<file path="config.mk">
export PLATFORM = sky130hd
export DESIGN_NAME = alu_result_stage_flat
export DESIGN_NICKNAME = d
export VERILOG_FILES = /design/src/rtl/alu_result_stage_pkg.sv /design/src/rtl/alu_result_stage_if.sv /design/src/rtl/alu_result_stage_result_fifo2.sv /design/src/rtl/alu_result_stage.sv /design/src/flat_wrapper.sv
export SDC_FILE = /design/constraint.sdc
export NUM_CORES = 1
export LEC_CHECK = 0
export BUFFER_PORTS_ARGS = -buffer_cell sky130_fd_sc_hd__clkbuf_2
export CAP_MARGIN = 20
export CORE_MARGIN = 10
export CORE_UTILIZATION = 35
export CTS_CLUSTER_SIZE = 10
export DETAILED_ROUTE_END_ITERATION = 8
export PLACE_DENSITY = 0.61
export REMOVE_ABC_BUFFERS = 1
export SLEW_MARGIN = 20
export SYNTH_ARGS = -nofsm -noshare
export SYNTH_HDL_FRONTEND = slang
export SYNTH_SLANG_ARGS = --single-unit
</file>
<file path="constraint.sdc">
create_clock -name clock -period 3.9 [get_ports clock]
set_input_delay 0.78 -clock clock [delete_from_list [all_inputs] [get_ports clock]]
set_output_delay 0.78 -clock clock [all_outputs]
set_load 0.005 [all_outputs]
</file>
<file path="src/rtl/alu_result_stage_pkg.sv">
// Shared ALU definitions: opcodes, exception codes, stored result entry and FIFO states.
package alu_result_stage_pkg;

  localparam logic [4:0] OP_ADD = 5'b00000;
  localparam logic [4:0] OP_SUB = 5'b00001;
  localparam logic [4:0] OP_AND = 5'b00010;
  localparam logic [4:0] OP_OR  = 5'b00011;
  localparam logic [4:0] OP_SLL = 5'b00100;
  localparam logic [4:0] OP_SRA = 5'b00101;

  // Register that receives the exception code on overflow.
  localparam logic [4:0] RSTATUS_REG = 5'd30;

  localparam logic [31:0] EXC_ADD  = 32'd1;
  localparam logic [31:0] EXC_ADDI = 32'd2;
  localparam logic [31:0] EXC_SUB  = 32'd3;

  typedef struct packed {
    logic [31:0] data;
    logic [4:0]  rd;
    logic        we;
    logic        exc;
    logic        ne;
    logic        lt;
  } entry_t;

  // FIFO occupancy doubles as the FSM state.
  typedef enum logic [1:0] {
    FifoEmpty = 2'd0,
    FifoOne   = 2'd1,
    FifoFull  = 2'd2
  } fifo_state_e;

  // Build the entry that will be stored for one accepted ALU result.
  function automatic entry_t remap_result(input logic [31:0] result,
                                          input logic [4:0]  opcode,
                                          input logic        is_imm,
                                          input logic [4:0]  rd,
                                          input logic        overflow,
                                          input logic        ne,
                                          input logic        lt);
    entry_t e;
    e.ne = ne;
    e.lt = lt;
    if (overflow && (opcode == OP_ADD || opcode == OP_SUB)) begin
      // Exceptions always target r30, even when rd was r0.
      if (opcode == OP_SUB) begin
        e.data = EXC_SUB;
      end else if (is_imm) begin
        e.data = EXC_ADDI;
      end else begin
        e.data = EXC_ADD;
      end
      e.rd  = RSTATUS_REG;
      e.we  = 1'b1;
      e.exc = 1'b1;
    end else begin
      e.data = result;
      e.rd   = rd;
      e.we   = (rd != 5'd0);
      e.exc  = 1'b0;
    end
    return e;
  endfunction

endpackage

</file>
<file path="src/rtl/alu_result_stage_if.sv">
// Handshake bundle between ALU (upstream), result stage and writeback (downstream).
interface alu_result_stage_if;

  logic        in_valid;
  logic        in_ready;
  logic [31:0] in_result;
  logic [4:0]  in_opcode;
  logic        in_is_imm;
  logic [4:0]  in_rd;
  logic        in_overflow;
  logic        in_ne;
  logic        in_lt;

  logic        out_valid;
  logic        out_ready;
  logic [31:0] out_data;
  logic [4:0]  out_rd;
  logic        out_we;
  logic        out_ne;
  logic        out_lt;
  logic        out_exc;

  // Environment side: drives ALU results and writeback ready.
  modport master (
    output in_valid, in_result, in_opcode, in_is_imm, in_rd, in_overflow, in_ne, in_lt,
    output out_ready,
    input  in_ready,
    input  out_valid, out_data, out_rd, out_we, out_ne, out_lt, out_exc
  );

  // Result stage side.
  modport slave (
    input  in_valid, in_result, in_opcode, in_is_imm, in_rd, in_overflow, in_ne, in_lt,
    input  out_ready,
    output in_ready,
    output out_valid, out_data, out_rd, out_we, out_ne, out_lt, out_exc
  );

endinterface

</file>
<file path="src/rtl/alu_result_stage_result_fifo2.sv">
// Generic two-entry valid/ready FIFO; in_ready is registered so there is no
// combinational path from out_ready back to the producer.
module result_fifo2
  import alu_result_stage_pkg::*;
#(
  parameter int unsigned WIDTH = 32,
  parameter int unsigned DEPTH = 2
) (
  input  logic             clock,
  input  logic             reset,
  input  logic             in_valid,
  output logic             in_ready,
  input  logic [WIDTH-1:0] in_data,
  output logic             out_valid,
  input  logic             out_ready,
  output logic [WIDTH-1:0] out_data
);

  fifo_state_e      state_q, state_d;
  logic             head_q, tail_q;
  logic             in_ready_q;
  logic [WIDTH-1:0] mem_q [2];
  logic             push, pop;

  assign push      = in_valid && in_ready_q;
  assign pop       = (state_q != FifoEmpty) && out_ready;
  assign in_ready  = in_ready_q;
  assign out_valid = (state_q != FifoEmpty);
  // Idle outputs are forced to zero rather than showing stale storage.
  assign out_data  = out_valid ? mem_q[head_q] : '0;

  // Next occupancy state from push/pop.
  always_comb begin
    state_d = state_q;
    unique case (state_q)
      FifoEmpty: if (push) state_d = FifoOne;
      FifoOne: begin
        if (push && !pop) begin
          state_d = FifoFull;
        end else if (!push && pop) begin
          state_d = FifoEmpty;
        end
      end
      FifoFull:  if (pop) state_d = FifoOne;
      default:   state_d = FifoEmpty;
    endcase
  end

  // State, pointers, registered ready.
  always_ff @(posedge clock or posedge reset) begin
    if (reset) begin
      state_q    <= FifoEmpty;
      head_q     <= 1'b0;
      tail_q     <= 1'b0;
      in_ready_q <= 1'b1;
    end else begin
      state_q    <= state_d;
      in_ready_q <= (32'(state_d) != DEPTH);
      if (pop)  head_q <= head_q + 1'b1;
      if (push) tail_q <= tail_q + 1'b1;
    end
  end

  // Entry storage.
  always_ff @(posedge clock or posedge reset) begin
    if (reset) begin
      mem_q[0] <= '0;
      mem_q[1] <= '0;
    end else if (push) begin
      mem_q[tail_q] <= in_data;
    end
  end

endmodule

</file>
<file path="src/rtl/alu_result_stage.sv">
// ALU result stage: overflow-exception remap, r0 write suppression, 2-deep skid
// FIFO toward writeback, and a saturating overflow-event counter.
module alu_result_stage
  import alu_result_stage_pkg::*;
#(
  parameter int unsigned DEPTH = 2,
  parameter int unsigned CNT_W = 8
) (
  input  logic               clock,
  input  logic               reset,
  alu_result_stage_if.slave  bus,
  output logic [CNT_W-1:0]   ovf_count
);

  entry_t           acc_entry;
  entry_t           head_entry;
  logic             fifo_in_ready;
  logic             fifo_out_valid;
  logic             accept;
  logic [CNT_W-1:0] ovf_count_q;

  assign acc_entry = remap_result(bus.in_result, bus.in_opcode, bus.in_is_imm, bus.in_rd,
                                  bus.in_overflow, bus.in_ne, bus.in_lt);
  assign accept    = bus.in_valid && fifo_in_ready;

  result_fifo2 #(
    .WIDTH ($bits(entry_t)),
    .DEPTH (DEPTH)
  ) u_fifo (
    .clock     (clock),
    .reset     (reset),
    .in_valid  (bus.in_valid),
    .in_ready  (fifo_in_ready),
    .in_data   (acc_entry),
    .out_valid (fifo_out_valid),
    .out_ready (bus.out_ready),
    .out_data  (head_entry)
  );

  assign bus.in_ready  = fifo_in_ready;
  assign bus.out_valid = fifo_out_valid;
  assign bus.out_data  = head_entry.data;
  assign bus.out_rd    = head_entry.rd;
  assign bus.out_we    = head_entry.we;
  assign bus.out_exc   = head_entry.exc;
  assign bus.out_ne    = head_entry.ne;
  assign bus.out_lt    = head_entry.lt;
  assign ovf_count     = ovf_count_q;

  // Count accepted exceptions, holding at all-ones.
  always_ff @(posedge clock or posedge reset) begin
    if (reset) begin
      ovf_count_q <= '0;
    end else if (accept && acc_entry.exc && (ovf_count_q != {CNT_W{1'b1}})) begin
      ovf_count_q <= ovf_count_q + CNT_W'(1);
    end
  end

endmodule

</file>
<file path="src/flat_wrapper.sv">
// flat-port wrapper written by rule: the top's interface ports become plain ports
module alu_result_stage_flat import alu_result_stage_pkg::*;
#(
  parameter int unsigned DEPTH = 2,
  parameter int unsigned CNT_W = 8
)
  (clock, reset, ovf_count, bus_in_valid, bus_in_result, bus_in_opcode, bus_in_is_imm, bus_in_rd, bus_in_overflow, bus_in_ne, bus_in_lt, bus_out_ready, bus_in_ready, bus_out_valid, bus_out_data, bus_out_rd, bus_out_we, bus_out_ne, bus_out_lt, bus_out_exc);
  alu_result_stage_if bus_i ();
  input  logic clock;
  input  logic reset;
  output logic [CNT_W-1:0] ovf_count;
  input wire logic [$bits(bus_i.in_valid)-1:0] bus_in_valid;
  input wire logic [$bits(bus_i.in_result)-1:0] bus_in_result;
  input wire logic [$bits(bus_i.in_opcode)-1:0] bus_in_opcode;
  input wire logic [$bits(bus_i.in_is_imm)-1:0] bus_in_is_imm;
  input wire logic [$bits(bus_i.in_rd)-1:0] bus_in_rd;
  input wire logic [$bits(bus_i.in_overflow)-1:0] bus_in_overflow;
  input wire logic [$bits(bus_i.in_ne)-1:0] bus_in_ne;
  input wire logic [$bits(bus_i.in_lt)-1:0] bus_in_lt;
  input wire logic [$bits(bus_i.out_ready)-1:0] bus_out_ready;
  output wire logic [$bits(bus_i.in_ready)-1:0] bus_in_ready;
  output wire logic [$bits(bus_i.out_valid)-1:0] bus_out_valid;
  output wire logic [$bits(bus_i.out_data)-1:0] bus_out_data;
  output wire logic [$bits(bus_i.out_rd)-1:0] bus_out_rd;
  output wire logic [$bits(bus_i.out_we)-1:0] bus_out_we;
  output wire logic [$bits(bus_i.out_ne)-1:0] bus_out_ne;
  output wire logic [$bits(bus_i.out_lt)-1:0] bus_out_lt;
  output wire logic [$bits(bus_i.out_exc)-1:0] bus_out_exc;
  assign bus_i.in_valid = bus_in_valid;
  assign bus_i.in_result = bus_in_result;
  assign bus_i.in_opcode = bus_in_opcode;
  assign bus_i.in_is_imm = bus_in_is_imm;
  assign bus_i.in_rd = bus_in_rd;
  assign bus_i.in_overflow = bus_in_overflow;
  assign bus_i.in_ne = bus_in_ne;
  assign bus_i.in_lt = bus_in_lt;
  assign bus_i.out_ready = bus_out_ready;
  assign bus_in_ready = bus_i.in_ready;
  assign bus_out_valid = bus_i.out_valid;
  assign bus_out_data = bus_i.out_data;
  assign bus_out_rd = bus_i.out_rd;
  assign bus_out_we = bus_i.out_we;
  assign bus_out_ne = bus_i.out_ne;
  assign bus_out_lt = bus_i.out_lt;
  assign bus_out_exc = bus_i.out_exc;
  alu_result_stage #(.DEPTH(DEPTH), .CNT_W(CNT_W)) u_core (.clock(clock), .reset(reset), .bus(bus_i), .ovf_count(ovf_count));
endmodule
</file>
* Yosys cells after proc, flatten, opt, wreduce, memory -nomap -nowiden
Index checks and enable logic that the tools add are counted.
Word-level totals: register bits after elaboration 95, input bits 50, output and inout port bits 51, logic and storage cells 50
Cells by class: add/subtract/negate cells 3, magnitude comparators 3, equality and inequality tests 5, mux-type cells 15, bitwise logic cells 2, reduce and logical (&&, ||, !) cells 15
Operators with widths (number):
- two-way mux 41 bit | 5
- bitwise mux 82 bit | 1
- demux 41 bit (select 1 bit) | 1
- two-way mux 39 bit | 1
- two-way mux 32 bit | 1
- two-way mux 2 bit | 5
- adder 8 x 1 -> 8 bit (second input constant) | 1
- logical AND 1 bit | 8
- != test 8 bit (second input constant) | 1
- one-hot mux 2 bit (3 select lines) | 1
- == test 5 x 1 -> 1 bit (second input constant) | 1
- logical NOT 5 bit | 1
- nonzero test 5 bit | 1
- greater-or-equal comparator 2 bit (second input constant) | 2
- inverter 1 -> 2 bit | 2
- adder 1 bit (second input constant) | 2
- == test 2 x 1 -> 1 bit (second input constant) | 1
- == test 2 bit (second input constant) | 1
- logical NOT 1 bit | 2
- logical NOT 2 bit | 1
- < comparator 2 x 1 -> 1 bit (second input constant) | 1
- != test 2 bit (second input constant) | 1
- nonzero test 2 bit | 1
- logical OR 1 bit | 1

* Longest topological paths before layout
Gate-level depths: netlist of run 1.
depth in word-level cells 7, mapped depth 7, depth with buffers taken out 5

* By module
A second synthesis of run 1 with hierarchy kept.
Second synthesis, totals: cells, all modules 377, area, all modules 4864.7 sq um
By module, submodules not included:
- result_fifo2 | instances 1, cells each 287, area an instance 4060.1 sq um, sequential area each 2178.3 sq um
- alu_result_stage | instances 1, cells each 90, area an instance 804.5 sq um, sequential area each 200.2 sq um

* Worst setup path before layout of run 1
No wires, ideal clock.
kind input to register, from input port bus_in_valid, to register u_core.u_fifo.mem_q[41] (netlist bit), setup time 0.125 ns, data arrival time 1.762 ns, data required time 3.775 ns, slack 2.013 ns, cell stages on the path 6, buffers on the path 3, cells stage by stage and2_1 -> buf_4 -> nand2b_1 -> buf_2 -> buf_2 -> mux2_2
Between the ends: longest elaborated chain between the ends 1
Ends and longest elaborated chain:
- from (decl) | RTL line flat_wrapper.sv:12 | input wire logic [$bits(bus_i.in_valid)-1:0] bus_in_valid;
- logical AND 1 bit | RTL line alu_result_stage_result_fifo2.sv:25 | assign push = in_valid && in_ready_q;
- to (signal, indexed assignment) | RTL line alu_result_stage_result_fifo2.sv:70 | mem_q[tail_q] <= in_data;
- to (decl) | RTL line alu_result_stage_result_fifo2.sv:22 | logic [WIDTH-1:0] mem_q [2];
No other way between the ends. A chain may end at the register's enable or synchronous reset.

* Final worst setup path of run 1
from register u_core.u_fifo.head_q, to output port bus_out_data[21]
Between the ends: longest elaborated chain between the ends 5
Ends and longest elaborated chain:
- from (decl) | RTL line alu_result_stage_result_fifo2.sv:20 | logic head_q, tail_q;
- from (signal assigned) | RTL line alu_result_stage_result_fifo2.sv:59 | if (pop) head_q <= head_q + 1'b1;
- inverter 1 -> 2 bit (implied by the code) | RTL line alu_result_stage_result_fifo2.sv:30 | assign out_data = out_valid ? mem_q[head_q] : '0;
- two-way mux 41 bit (implied by the code) (3 in a row) | RTL line alu_result_stage_result_fifo2.sv:30
- two-way mux 41 bit | RTL line alu_result_stage_result_fifo2.sv:30
- to (decl) | RTL line flat_wrapper.sv:23 | output wire logic [$bits(bus_i.out_data)-1:0] bus_out_data;
No other way between the ends. The select of a mux whose other input is x is not followed.

==> out/qor.yml, run 1 <==
critical_path:
  worst-endpoint-arrival_ns: 1.92
  crit_chain: "buf_4, mux2i_1, nor2_1, clkbuf_2"
  r2r_cells: 5
  r2r-end: "u_core.u_fifo.mem_q[6]"
  r2r_start: "u_core.u_fifo.in_ready"
  end_kind: "output port"
  cp_max_fo: 19
  critPathRequiredTime_ns: 3.12
  slowest_delay_ns: 0.74
  critical_path_class: "reg2out"
  crit_path_top_delay_cell: "dfrtp_2"
  r2r_setup_slack_ns: 1.69
  start_kind: "flop"
clock_tree:
  cts_tree: "done"
  postCtsHoldBufs: 0
  clkSinkCount: 95
  cts-root-buf: "clkbuf_16"
  numCtsBuffers: 9
  max-clock-path-buffers: 2
  cts_setup_buffers: 0
  cts.repair.resized: 0
  clock_latency_ns: 0.34
  htreeDepth: 3
  path_clk_slew_ns: 0.06
placement:
  dp_hpwl_mm: 7.21
  io_buffers: 100
  gp_congestion: 0.745
sta:
  slew_viol_final: 0
  hold_viol_final: 0
  tightestPinTransition_ns: 0.939
  setup_tns_ns: 0
  fin_crit_sh_pct: 69.3
  relSlewSlack_pct: 37.4
  rsz0062_at_grt: "false"
  clock_skew_ns: 0.00652
  period_needed_ns: 2.70
  fmax_mhz: 370
  finalSetupViolations: 0
synth:
  synth-edff-count: 0
  async_flop_share_pct: 100
  synth_area_leader_cell: "dfrtp_1"
  synth.area.top_cells: "dfrtp_1 54%, nand2_1 10%, mux2i_1 9.7%"
  ys_types: 34
  synth-main-ff-cell: "dfrtp_1"
  synth_commonest_cells: "119 x nand2_1, 94 x dfrtp_1, 79 x o21ai_0"
  synthCells: 463
  synth_top_area_share_pct: 54.3
  synth-seq-cells: 95
  ys_warn_count: 0
  ys_seq_area_share_pct: 54.9
  yosysMostFrequentCell: "nand2_1"
  postSynthAreaPerCell_um2: 9.35
  syn-cell-area_um2: 4330
cells_and_area:
  n_fill_cell: 1197
  register_area_um2: 2380
  area_growth_pct: 21.7
  fin_nets: 601
  antenna_cells: 0
  multiInputGateArea_um2: 1820
  drive_above_1_share_pct: 24.3
route:
  via_count: 3407
  dr_wl_met2_mm: 4.99
  wl_met3_um: 507
  routedWlPerCell_um: 14.8
  drt_pass1_iterations: 4
  ant_nets: 0
  dr.first_iter.drc_count: 229
  vias_per_cell: 4.74
  drcViolationCount: 0
  drt_wl_total_mm: 10.7
  wl_met1_mm: 5.00
  top_layer: "met4"
job:
  maxCapViolCount: 0
hold_path:
  hp-start: "u_core.u_fifo.mem_q[9]"
  whs_path_depth: 2
  worstHoldPathType: "reg2reg"
  holdPathEnd: "u_core.u_fifo.mem_q[9]"
global_routing:
  grt_max_degree: 85
  grt.total_usage_pct: 12.8
  grt_overflow_total: 0
  grt_pass1_wl_mm: 18.3
  grt_antenna_before_repair: 0
  grt_pass1_vias: 3555
die:
  io_pins: 101
  start_util_pct: 35.9
  die_h_um: 131
  die_x_um: 131
  design.die.area_um2: 17200
  design.core.area_um2: 12100
  fp-row-count: 40
power:
  total_power_mw: 4.00
  power_density_nw_per_um2: 759
  leakage_nw: 2.72
  vdd_drop_max_v: 0.000252
outcome:
  status: "completed"
layout make-up:
cell class                      instances  area share [%]
Timing Repair Buffer                  107            10.9
Tap cell                              168            3.99
Clock inverter                          2           0.665
Sequential cell                        95            45.2
Multi-Input combinational cell        334            34.5
Inverter                                3           0.309
Clock buffer                           10            4.54
layer usage:
layer  GRT usage, %  vias to the layer above
met5              0                        -
met4           5.00                        0
met3           3.62                       15
met2           20.1                       79
met1           16.4                     1604
li1               -                     1709
critical path: cells and delay by family (launching register included):
kind	cells	cell delay (ns)
multiplexers	1	0.27
buffers and inverters	2	0.50
AND/OR/NAND/NOR	1	0.06
flip-flops	1	0.74
sequential cells by signal (all words and copies together), names as in the netlist:
signal / flops
u_core.u_fifo.tail_q: 1
u_core.u_fifo.state_q: 2
u_core.ovf_count: 8
u_core.u_fifo.in_ready: 1
u_core.u_fifo.head_q: 1
u_core.u_fifo.mem_q: 82
logic make-up (layout without fill, tap and decap cells):
| logic type | after synthesis | count (layout) | synth area share [%] |
|---|---|---|---|
| and+or+nand+nor | 195 | 195 | 18.9 |
| DFF | 95 | 95 | 54.9 |
| AOI/OAI and AO/OA | 83 | 83 | 9.68 |
| muxes | 49 | 49 | 11.5 |
| buffers and inverters | 34 | 122 | 3.44 |
| xor gates and xnor gates | 6 | 6 | 1.21 |
| adders and majority gates | 1 | 1 | 0.289 |
where the power goes:
| group | leakage [nW] | total (mW) | internal [mW] | switching (mW) |
|---|---|---|---|---|
| clock | 0.136 | 0.847 | 0.499 | 0.348 |
| combinational | 1.40 | 1.43 | 0.651 | 0.778 |
| sequential | 1.18 | 1.72 | 1.43 | 0.288 |
per-stage QoR:
step / utilization (%) / cell area (um2) / instances / hold slack (ns) / worst slack (ns)
after floorplan: - / 4190 / 432 / 0.449 / 0.645
after global placement: 41.2 / 4960 / 706 / 0.460 / 1.33
after detailed placement: 41.2 / 4960 / 706 / 0.469 / 1.28
after CTS: 43.4 / 5240 / 718 / 0.484 / 1.08
after global routing: 43.7 / 5270 / 719 / 0.502 / 1.05
final: 43.7 / 5270 / 719 / 0.479 / 1.20
cell usage in the layout (no fill, tap or decap), types with 2 or more instances in the layout:
cell | netlist | routed
nor2_1 | 50 | 49
clkbuf_16 | 0 | 9
nor4_1 | 2 | 2
nand2_1 | 119 | 118
xnor2_1 | 2 | 2
buf_4 | 1 | 6
xor2_1 | 4 | 4
clkbuf_2 | 0 | 100
nand2b_1 | 3 | 2
mux2i_1 | 42 | 42
inv_1 | 3 | 2
nor3_1 | 4 | 4
nand3_1 | 4 | 4
dfrtp_1 | 94 | 93
a21oi_1 | 2 | 2
mux2_2 | 5 | 5
mux2_1 | 2 | 2
o21ai_0 | 79 | 79
nand4_1 | 3 | 3
worst max-delay path by stage:
| stage | to | from | slack [ns] | depth (start not counted) |
|---|---|---|---|---|
| 6_report | bus_out_data[21] | u_core.u_fifo.head_q | 1.20 | 4 |
| 5_1_grt | bus_out_rd[0] | u_core.u_fifo.head_q | 1.05 | 4 |
| 4_1_cts | bus_out_data[24] | u_core.u_fifo.state_q[1] | 1.08 | 3 |
| 3_5_place_dp | u_core.u_fifo.mem_q[6] | bus_in_valid | 1.28 | 6 |
| 3_3_place_gp | u_core.u_fifo.mem_q[39] | bus_in_valid | 1.33 | 6 |
| 2_1_floorplan | u_core.ovf_count[0] | reset | 0.64 | 1 |
Note: power is estimated with default switching activity, not from simulation.
==> run 2: changes to the inputs <==
--- a/config.mk
+++ b/config.mk
@@ -5,13 +5,14 @@
 export SDC_FILE = /design/constraint.sdc
 export NUM_CORES = 1
 export LEC_CHECK = 0
+export ABC_AREA = 1
 export BUFFER_PORTS_ARGS = -buffer_cell sky130_fd_sc_hd__clkbuf_2
 export CAP_MARGIN = 20
 export CORE_MARGIN = 10
 export CORE_UTILIZATION = 35
 export CTS_CLUSTER_SIZE = 10
 export DETAILED_ROUTE_END_ITERATION = 8
-export PLACE_DENSITY = 0.61
+export PLACE_DENSITY = 0.63
 export REMOVE_ABC_BUFFERS = 1
 export SLEW_MARGIN = 20
 export SYNTH_ARGS = -nofsm -noshare
==> constraint.sdc (replaced) <==
create_clock -name clock -period 2.2 [get_ports clock]
set_input_delay 0.44 -clock clock [delete_from_list [all_inputs] [get_ports clock]]
set_output_delay 0.44 -clock clock [all_outputs]
set_load 0.005 [all_outputs]
==> run 2 against run 1 <==
Effect of this change:
- register-to-register slack lost 1.2 ns
- clock skew grew 0.0013 ns
- core utilization grew 0.33 points
- synthesized cell count grew 23%
- sequential power grew 69%
- combinational power grew 110%
- synthesized area grew 2.2%
==> out/qor.yml, run 2 <==
critical_path:
  r2r_setup_slack_ns: 0.52  # -1.17 ns
  slowest_delay_ns: 0.39  # -0.35 ns
  critPathRequiredTime_ns: 1.76  # -1.36 ns
  critPathBufInv: 2  # unchanged
  critical_path_depth: 4  # unchanged
  cp_max_fo: 37  # +18
  critical_path_class: "reg2out"
  path_delay_family: "buffers and inverters"
  r2r_start: "u_core.u_fifo.in_ready"
  r2r-end: "u_core.u_fifo.mem_q[29]"
  worst-endpoint-arrival_ns: 1.57  # -0.35 ns
  start_kind: "flop"
  crit_path_top_delay_cell: "buf_4"
  crit_chain: "buf_4, nand2_1, a21oi_1, clkbuf_2"
  r2r_cells: 6  # +1
  end_kind: "output port"
clock_tree:
  clkSinkCount: 95  # unchanged
  numCtsBuffers: 9  # unchanged
  cts_tree: "done"
  path_clk_slew_ns: 0.07  # about the same
  max-clock-path-buffers: 2  # unchanged
  cts.repair.resized: 0  # unchanged
  cts-root-buf: "clkbuf_16"
  htreeDepth: 3  # unchanged
  clock_latency_ns: 0.34  # about the same
cells_and_area:
  regMostFlops: "u_core.u_fifo.mem_q"
  finalNonFillerCells: 844  # +17%
  fin_nets: 718  # +19%
  final_common_cell: "nand2_1"
  largest_reg_flops: 82  # unchanged
  antenna_cells: 0  # unchanged
  final_core_util_pct: 44.0  # +0.33 points
  drive_above_1_share_pct: 21.4  # -2.9 points
  area_growth_pct: 24.5
  layout_common_cells: "253 x nand2_1, 100 x clkbuf_2, 94 x dfrtp_1, 41 x o21ai_0, 41 x a21oi_1"
route:
  drt_pass1_iterations: 5  # +1
  via_count: 3989  # +17%
  vias_per_cell: 4.73  # -0.26%
  dr.first_iter.drc_count: 307  # +34%
  drt_wl_total_mm: 12.1  # +14%
  ant_nets: 0  # unchanged
  drcViolationCount: 0  # unchanged
  routedWlPerCell_um: 14.4  # -3.1%
power:
  power_density_nw_per_um2: 1350  # +78%
  vdd_drop_max_v: 0.000519  # +110%
  leakage_nw: 2.89  # +6.1%
  total_power_mw: 7.42  # +86%
global_routing:
  grt_max_degree: 42  # -51%
  grt_overflow_total: 0  # unchanged
  grt_pass1_wl_mm: 20.5  # +12%
  grt.total_usage_pct: 14.0  # +1.2 points
  grt_pass1_vias: 4136  # +16%
  grt_antenna_before_repair: 0  # unchanged
die:
  start_util_pct: 35.3  # -0.56 points
  design.core.area_um2: 12500  # +3.8%
  die_h_um: 132  # +0.91%
  design.die.area_um2: 17500  # +1.8%
  die_x_um: 132  # +0.91%
  io_pins: 101  # unchanged
  fp-row-count: 41  # +2.5%
placement:
  gp_congestion: 0.802  # +7.6%
  dp_hpwl_mm: 8.38  # +16%
  io_buffers: 100  # unchanged
  dp_cells: 824  # +17%
sta:
  tightestPinTransition_ns: 0.522  # -0.417 ns
  period_needed_ns: 2.01
  fmax_mhz: 498
  slew_viol_final: 0  # unchanged
  setup_tns_ns: 0  # unchanged
  clock_skew_ns: 0.00784  # +0.00131 ns
  finalSetupViolations: 0  # unchanged
  hold_viol_final: 0  # unchanged
  relSlewSlack_pct: 65.2  # +28 points
  rsz0062_at_grt: "false"
  fin_crit_sh_pct: 91.4
outcome:
  status: "completed"
synth:
  postSynthAreaPerCell_um2: 7.76  # -17%
  yosysMostFrequentCell: "nand2_1"
  synth-edff-count: 0  # unchanged
  synth_area_leader_cell: "dfrtp_1"
  synth-seq-cells: 95  # unchanged
  ys_seq_area_share_pct: 53.8  # -1.2 points
  syn-cell-area_um2: 4420  # +2.2%
  synthCells: 570  # +23%
  synth_commonest_cells: "253 x nand2_1, 94 x dfrtp_1, 41 x a21oi_1, 41 x o21ai_0, 37 x o21ai_1"
  ys_types: 21  # -38%
  async_flop_share_pct: 100  # unchanged
  ys_warn_count: 0  # unchanged
  synth_top_area_share_pct: 53.2  # -1.2 points
  synth.area.top_cells: "dfrtp_1 53%, nand2_1 21%, a21oi_1 4.6%"
  synth-main-ff-cell: "dfrtp_1"
hold_path:
  worstHoldPathType: "in2async"
job:
  maxCapViolCount: 0  # unchanged
[run 2: cell types whose count changed in the layout (fill, tap and decap cells not counted), moves of 5 or more]
cell     change
o21ai_1     +37
nor2_1      -37
nand3_1      +8
mux2i_1     -42
buf_4        +5
nand2_1    +135
mux2_2       -5
a21oi_1     +39
buf_12       +7
inv_1       +22
o21ai_0     -38
[run 2: cells by family after synthesis]
logic type                 Yosys count  share of synthesized area [%]
AOI/OAI and AO/OA                  119                           13.5
xor gates and xnor gates             3                          0.594
adders and majority gates            1                          0.283
buffers and inverters               61                           5.94
DFF                                 95                           53.8
and+or+nand+nor                    291                           26.0
[run 2: how the worst max path moves through the flow]
stage / startpoint / to / slack [ns]
6_report: u_core.u_fifo.head_q / bus_out_rd[0] / 0.19
5_1_grt: u_core.u_fifo.head_q / bus_out_data[26] / 0.07
4_1_cts: u_core.u_fifo.state_q[1] / bus_out_rd[3] / 0.08
3_5_place_dp: u_core.u_fifo.state_q[1] / bus_out_rd[3] / 0.46
3_3_place_gp: u_core.u_fifo.state_q[1] / bus_out_rd[2] / 0.53
2_1_floorplan: reset / u_core.ovf_count[0] / -0.72
[run 2: metrics by stage]
stage                     hold WS [ns]  worst slack [ns]  area (um2)
after floorplan                  0.444            -0.715        4270
after global placement           0.463             0.530        5180
after detailed placement         0.464             0.458        5180
after CTS                        0.143            0.0767        5470
after global routing             0.168            0.0732        5510
final                            0.124             0.190        5510
[run 2: report_power, final]
part / total (mW) / switching [mW] / leakage (nW) / internal [mW]
clock network: 1.54 / 0.652 / 0.130 / 0.884
registers: 2.90 / 0.410 / 1.19 / 2.49
logic: 2.98 / 1.75 / 1.57 / 1.23
total: 7.42 / 2.81 / 2.89 / 4.61
[run 2: repair_timing]
action | in CTS | in global routing
hold buffers | 0 | 0
endpoints found under the hold margin | 0 | 0
setup endpoints to repair | 0 | 1
setup buffers | 0 | 4
[run 2: layer usage]
layer | routed length, um | GRT usage [%] | vias to the layer above
li1 | - | - | 2004
met1 | 5780 | 17.9 | 1862
met2 | 5590 | 22.4 | 110
met3 | 602 | 3.60 | 13
met4 | 167 | 5.01 | 0
met5 | 0 | 0 | -
[run 2: final cells by class]
class	count	area (um2)
Clock buffer	13	240
Clock inverter	3	45.0
Fill cell	1310	7010
Inverter	29	111
Multi-Input combinational cell	414	1800
Sequential cell	95	2380
Tap cell	172	215
Timing Repair Buffer	118	723
==> run 3: changes to the inputs <==
--- a/config.mk
+++ b/config.mk
@@ -9,10 +9,11 @@
 export BUFFER_PORTS_ARGS = -buffer_cell sky130_fd_sc_hd__clkbuf_2
 export CAP_MARGIN = 20
 export CORE_MARGIN = 10
-export CORE_UTILIZATION = 35
+export CORE_UTILIZATION = 30
 export CTS_CLUSTER_SIZE = 10
 export DETAILED_ROUTE_END_ITERATION = 8
-export PLACE_DENSITY = 0.63
+export HOLD_SLACK_MARGIN = 0.03
+export PLACE_DENSITY = 0.56
 export REMOVE_ABC_BUFFERS = 1
 export SLEW_MARGIN = 20
 export SYNTH_ARGS = -nofsm -noshare
==> run 3 against run 2 <==
Effect of this change:
- first-iteration DRC count down 2.9%
- highest routed layer unchanged
- global-route usage decreased by 1.7 points
- final cell count increased by 0.83%
- hold slack worse by 0.023 ns
- critical path depth stayed put
- core utilization is 6.4 points lower
- clock power about the same
- largest cell class unchanged
- critical path type unchanged
==> out/qor.yml, run 3 (synthesized netlist as in run 2, its figures left out) <==
outcome:
  status: "completed"
sta:
  slew_viol_final: 0  # unchanged
  rsz0062_at_grt: "false"
  fmax_mhz: 492  # -1.1%
  period_needed_ns: 2.03  # +0.0215 ns
  clock_skew_ns: 0.00457  # -0.00326 ns
  hold_viol_final: 0  # unchanged
  relSlewSlack_pct: 68.6  # +3.4 points
  whs_ns: 0.101  # -0.0228 ns
  finalSetupViolations: 0  # unchanged
  fin_crit_sh_pct: 92.3  # +0.98 points
  tightestPinTransition_ns: 0.470  # -0.0513 ns
job:
  maxCapViolCount: 0  # unchanged
cells_and_area:
  stdcell_area_um2: 5450  # -1.1%
  fin_nets: 713  # -0.70%
  layout_common_cells: "253 x nand2_1, 100 x clkbuf_2, 94 x dfrtp_1, 41 x o21ai_0, 41 x a21oi_1"
  area_growth_pct: 23.1
  n_fill_cell: 1545  # +18%
  antenna_cells: 0  # unchanged
  drive_above_1_share_pct: 21.4  # about the same
  final_common_cell: "nand2_1"
  regMostFlops: "u_core.u_fifo.mem_q"
  largest_reg_flops: 82  # unchanged
clock_tree:
  clkSinkCount: 95  # unchanged
  numCtsBuffers: 9  # unchanged
  htreeDepth: 3  # unchanged
  path_clk_slew_ns: 0.06  # about the same
  cts_tree: "done"
  max-clock-path-buffers: 2  # unchanged
  cts.repair.resized: 0  # unchanged
  postCtsHoldBufs: 0  # unchanged
  clock_latency_ns: 0.34  # about the same
  cts_setup_buffers: 0  # unchanged
  cts-root-buf: "clkbuf_16"
power:
  p_seq_share_pct: 39.9  # +0.8 points
  combinationalPowerShare_pct: 39.0  # -1.2 points
  total_power_mw: 7.24  # -2.4%
  sw_frac_of_total_pct: 38.2  # +0.30 points
  power.share.clock_pct: 21.1  # +0.4 points
  power_switching_mw: 2.76  # -1.6%
  power_density_nw_per_um2: 1330  # -1.3%
  vdd_drop_max_v: 0.000448  # -14%
  internal-power_mw: 4.48  # -2.9%
  leakage_nw: 2.87  # -0.76%
die:
  fp-row-count: 44  # +7.3%
  design.die.area_um2: 20000  # +14%
  design.core.area_um2: 14500  # +16%
  die_h_um: 141  # +6.8%
  start_util_pct: 30.6  # -4.8 points
  io_pins: 101  # unchanged
  die_x_um: 141  # +6.8%
global_routing:
  grt_overflow_total: 0  # unchanged
  grt_antenna_before_repair: 0  # unchanged
  grt_max_degree: 73  # +74%
  grt.total_usage_pct: 12.4  # -1.7 points
  grt_pass1_wl_mm: 20.2  # -1.2%
  grt_pass1_vias: 4002  # -3.2%
placement:
  gp_congestion: 0.780  # -2.7%
  dp_hpwl_mm: 8.32  # -0.65%
  io_buffers: 100  # unchanged
  placed_area_um2: 5150  # -0.58%
route:
  dr_wl_met2_mm: 5.59  # about the same
  drt_wl_total_mm: 12.2  # +0.86%
  ant_nets: 0  # unchanged
  wl_met1_mm: 5.81  # +0.61%
  drt_pass1_iterations: 5  # unchanged
  top_layer: "met4"
  via_count: 3933  # -1.4%
  dr.first_iter.drc_count: 298  # -2.9%
  vias_per_cell: 4.62  # -2.2%
  drcViolationCount: 0  # unchanged
  routedWlPerCell_um: 14.4  # about the same
  wl_met3_um: 681  # +13%
critical_path:
  end_kind: "output port"
  critPathRequiredTime_ns: 1.76  # about the same
  start_kind: "flop"
  worst-endpoint-arrival_ns: 1.59  # +0.02 ns
  cp_max_fo: 37  # unchanged
  r2r_start: "u_core.u_fifo.in_ready"
  r2r_cells: 6  # unchanged
  critical_path_class: "reg2out"
  r2r-end: "u_core.u_fifo.mem_q[26]"
  r2r_setup_slack_ns: 0.62  # +0.10 ns
hold_path:
  worstHoldPathType: "in2async"
-- run 3: changes by cell type in the layout (fill, tap and decap cells not counted), sizes merged --
cell      before  now
clkinvlp       2    0
buf           18   13
bufinv         1    0
clkinv         0    3
-- run 3: worst max-delay path: stages, from the launching register on --
cell and delay [ns]:
dfrtp_1 0.36, buf_4 0.41, nand2_1 0.09, a21oi_1 0.23
clkbuf_2 0.16
-- run 3: final cells by class --
class                           instances  area, um2  area share [%]
Timing Repair Buffer                  113        636            11.7
Inverter                               29        111            2.04
Clock inverter                          3       15.0           0.276
Multi-Input combinational cell        414       1800            33.0
Tap cell                              184        230            4.23
Sequential cell                        95       2380            43.7
Clock buffer                           13        280            5.15
-- run 3: how the worst max path moves through the flow --
stage / startpoint / end / slack [ns]
6_report: u_core.u_fifo.head_q / bus_out_data[27] / 0.17
4_1_cts: u_core.u_fifo.head_q / bus_out_data[21] / 0.11
3_5_place_dp: bus_in_opcode[4] / u_core.ovf_count[5] / 0.49
3_3_place_gp: u_core.u_fifo.head_q / bus_out_we / 0.51
5_1_grt: u_core.u_fifo.head_q / bus_out_data[22] / 0.03
2_1_floorplan: reset / u_core.ovf_count[0] / -0.72
-- run 3: metal layers --
layer	GRT usage, %	up-vias
li1	-	2001
met4	4.20	0
met3	3.64	10
met1	15.7	1834
met2	19.6	88
met5	0	-
-- run 3: power by group through the flow --
stage          combinational, mW  clock, mW  sequential (mW)
5_1_grt                     3.25       1.65             2.98
4_1_cts                     2.92       1.58             2.89
6_report                    2.83       1.53             2.89
3_3_place_gp                2.84          0             2.89
3_5_place_dp                2.91          0             2.91
2_1_floorplan               1.61          0             2.87
-- run 3: stage by stage --
| step | worst slack (ns) | std cells | utilization, % | TNS, ns |
|---|---|---|---|---|
| 3_5_place_dp | 0.493 | 835 | 35.6 | 0 |
| 4_1_cts | 0.109 | 851 | 37.6 | 0 |
| 2_1_floorplan | -0.715 | 538 | - | -69.08 |
| 3_3_place_gp | 0.515 | 835 | 35.6 | 0 |
| 5_1_grt | 0.0347 | 851 | 37.6 | 0 |
| 6_report | 0.169 | 851 | 37.6 | 0 |
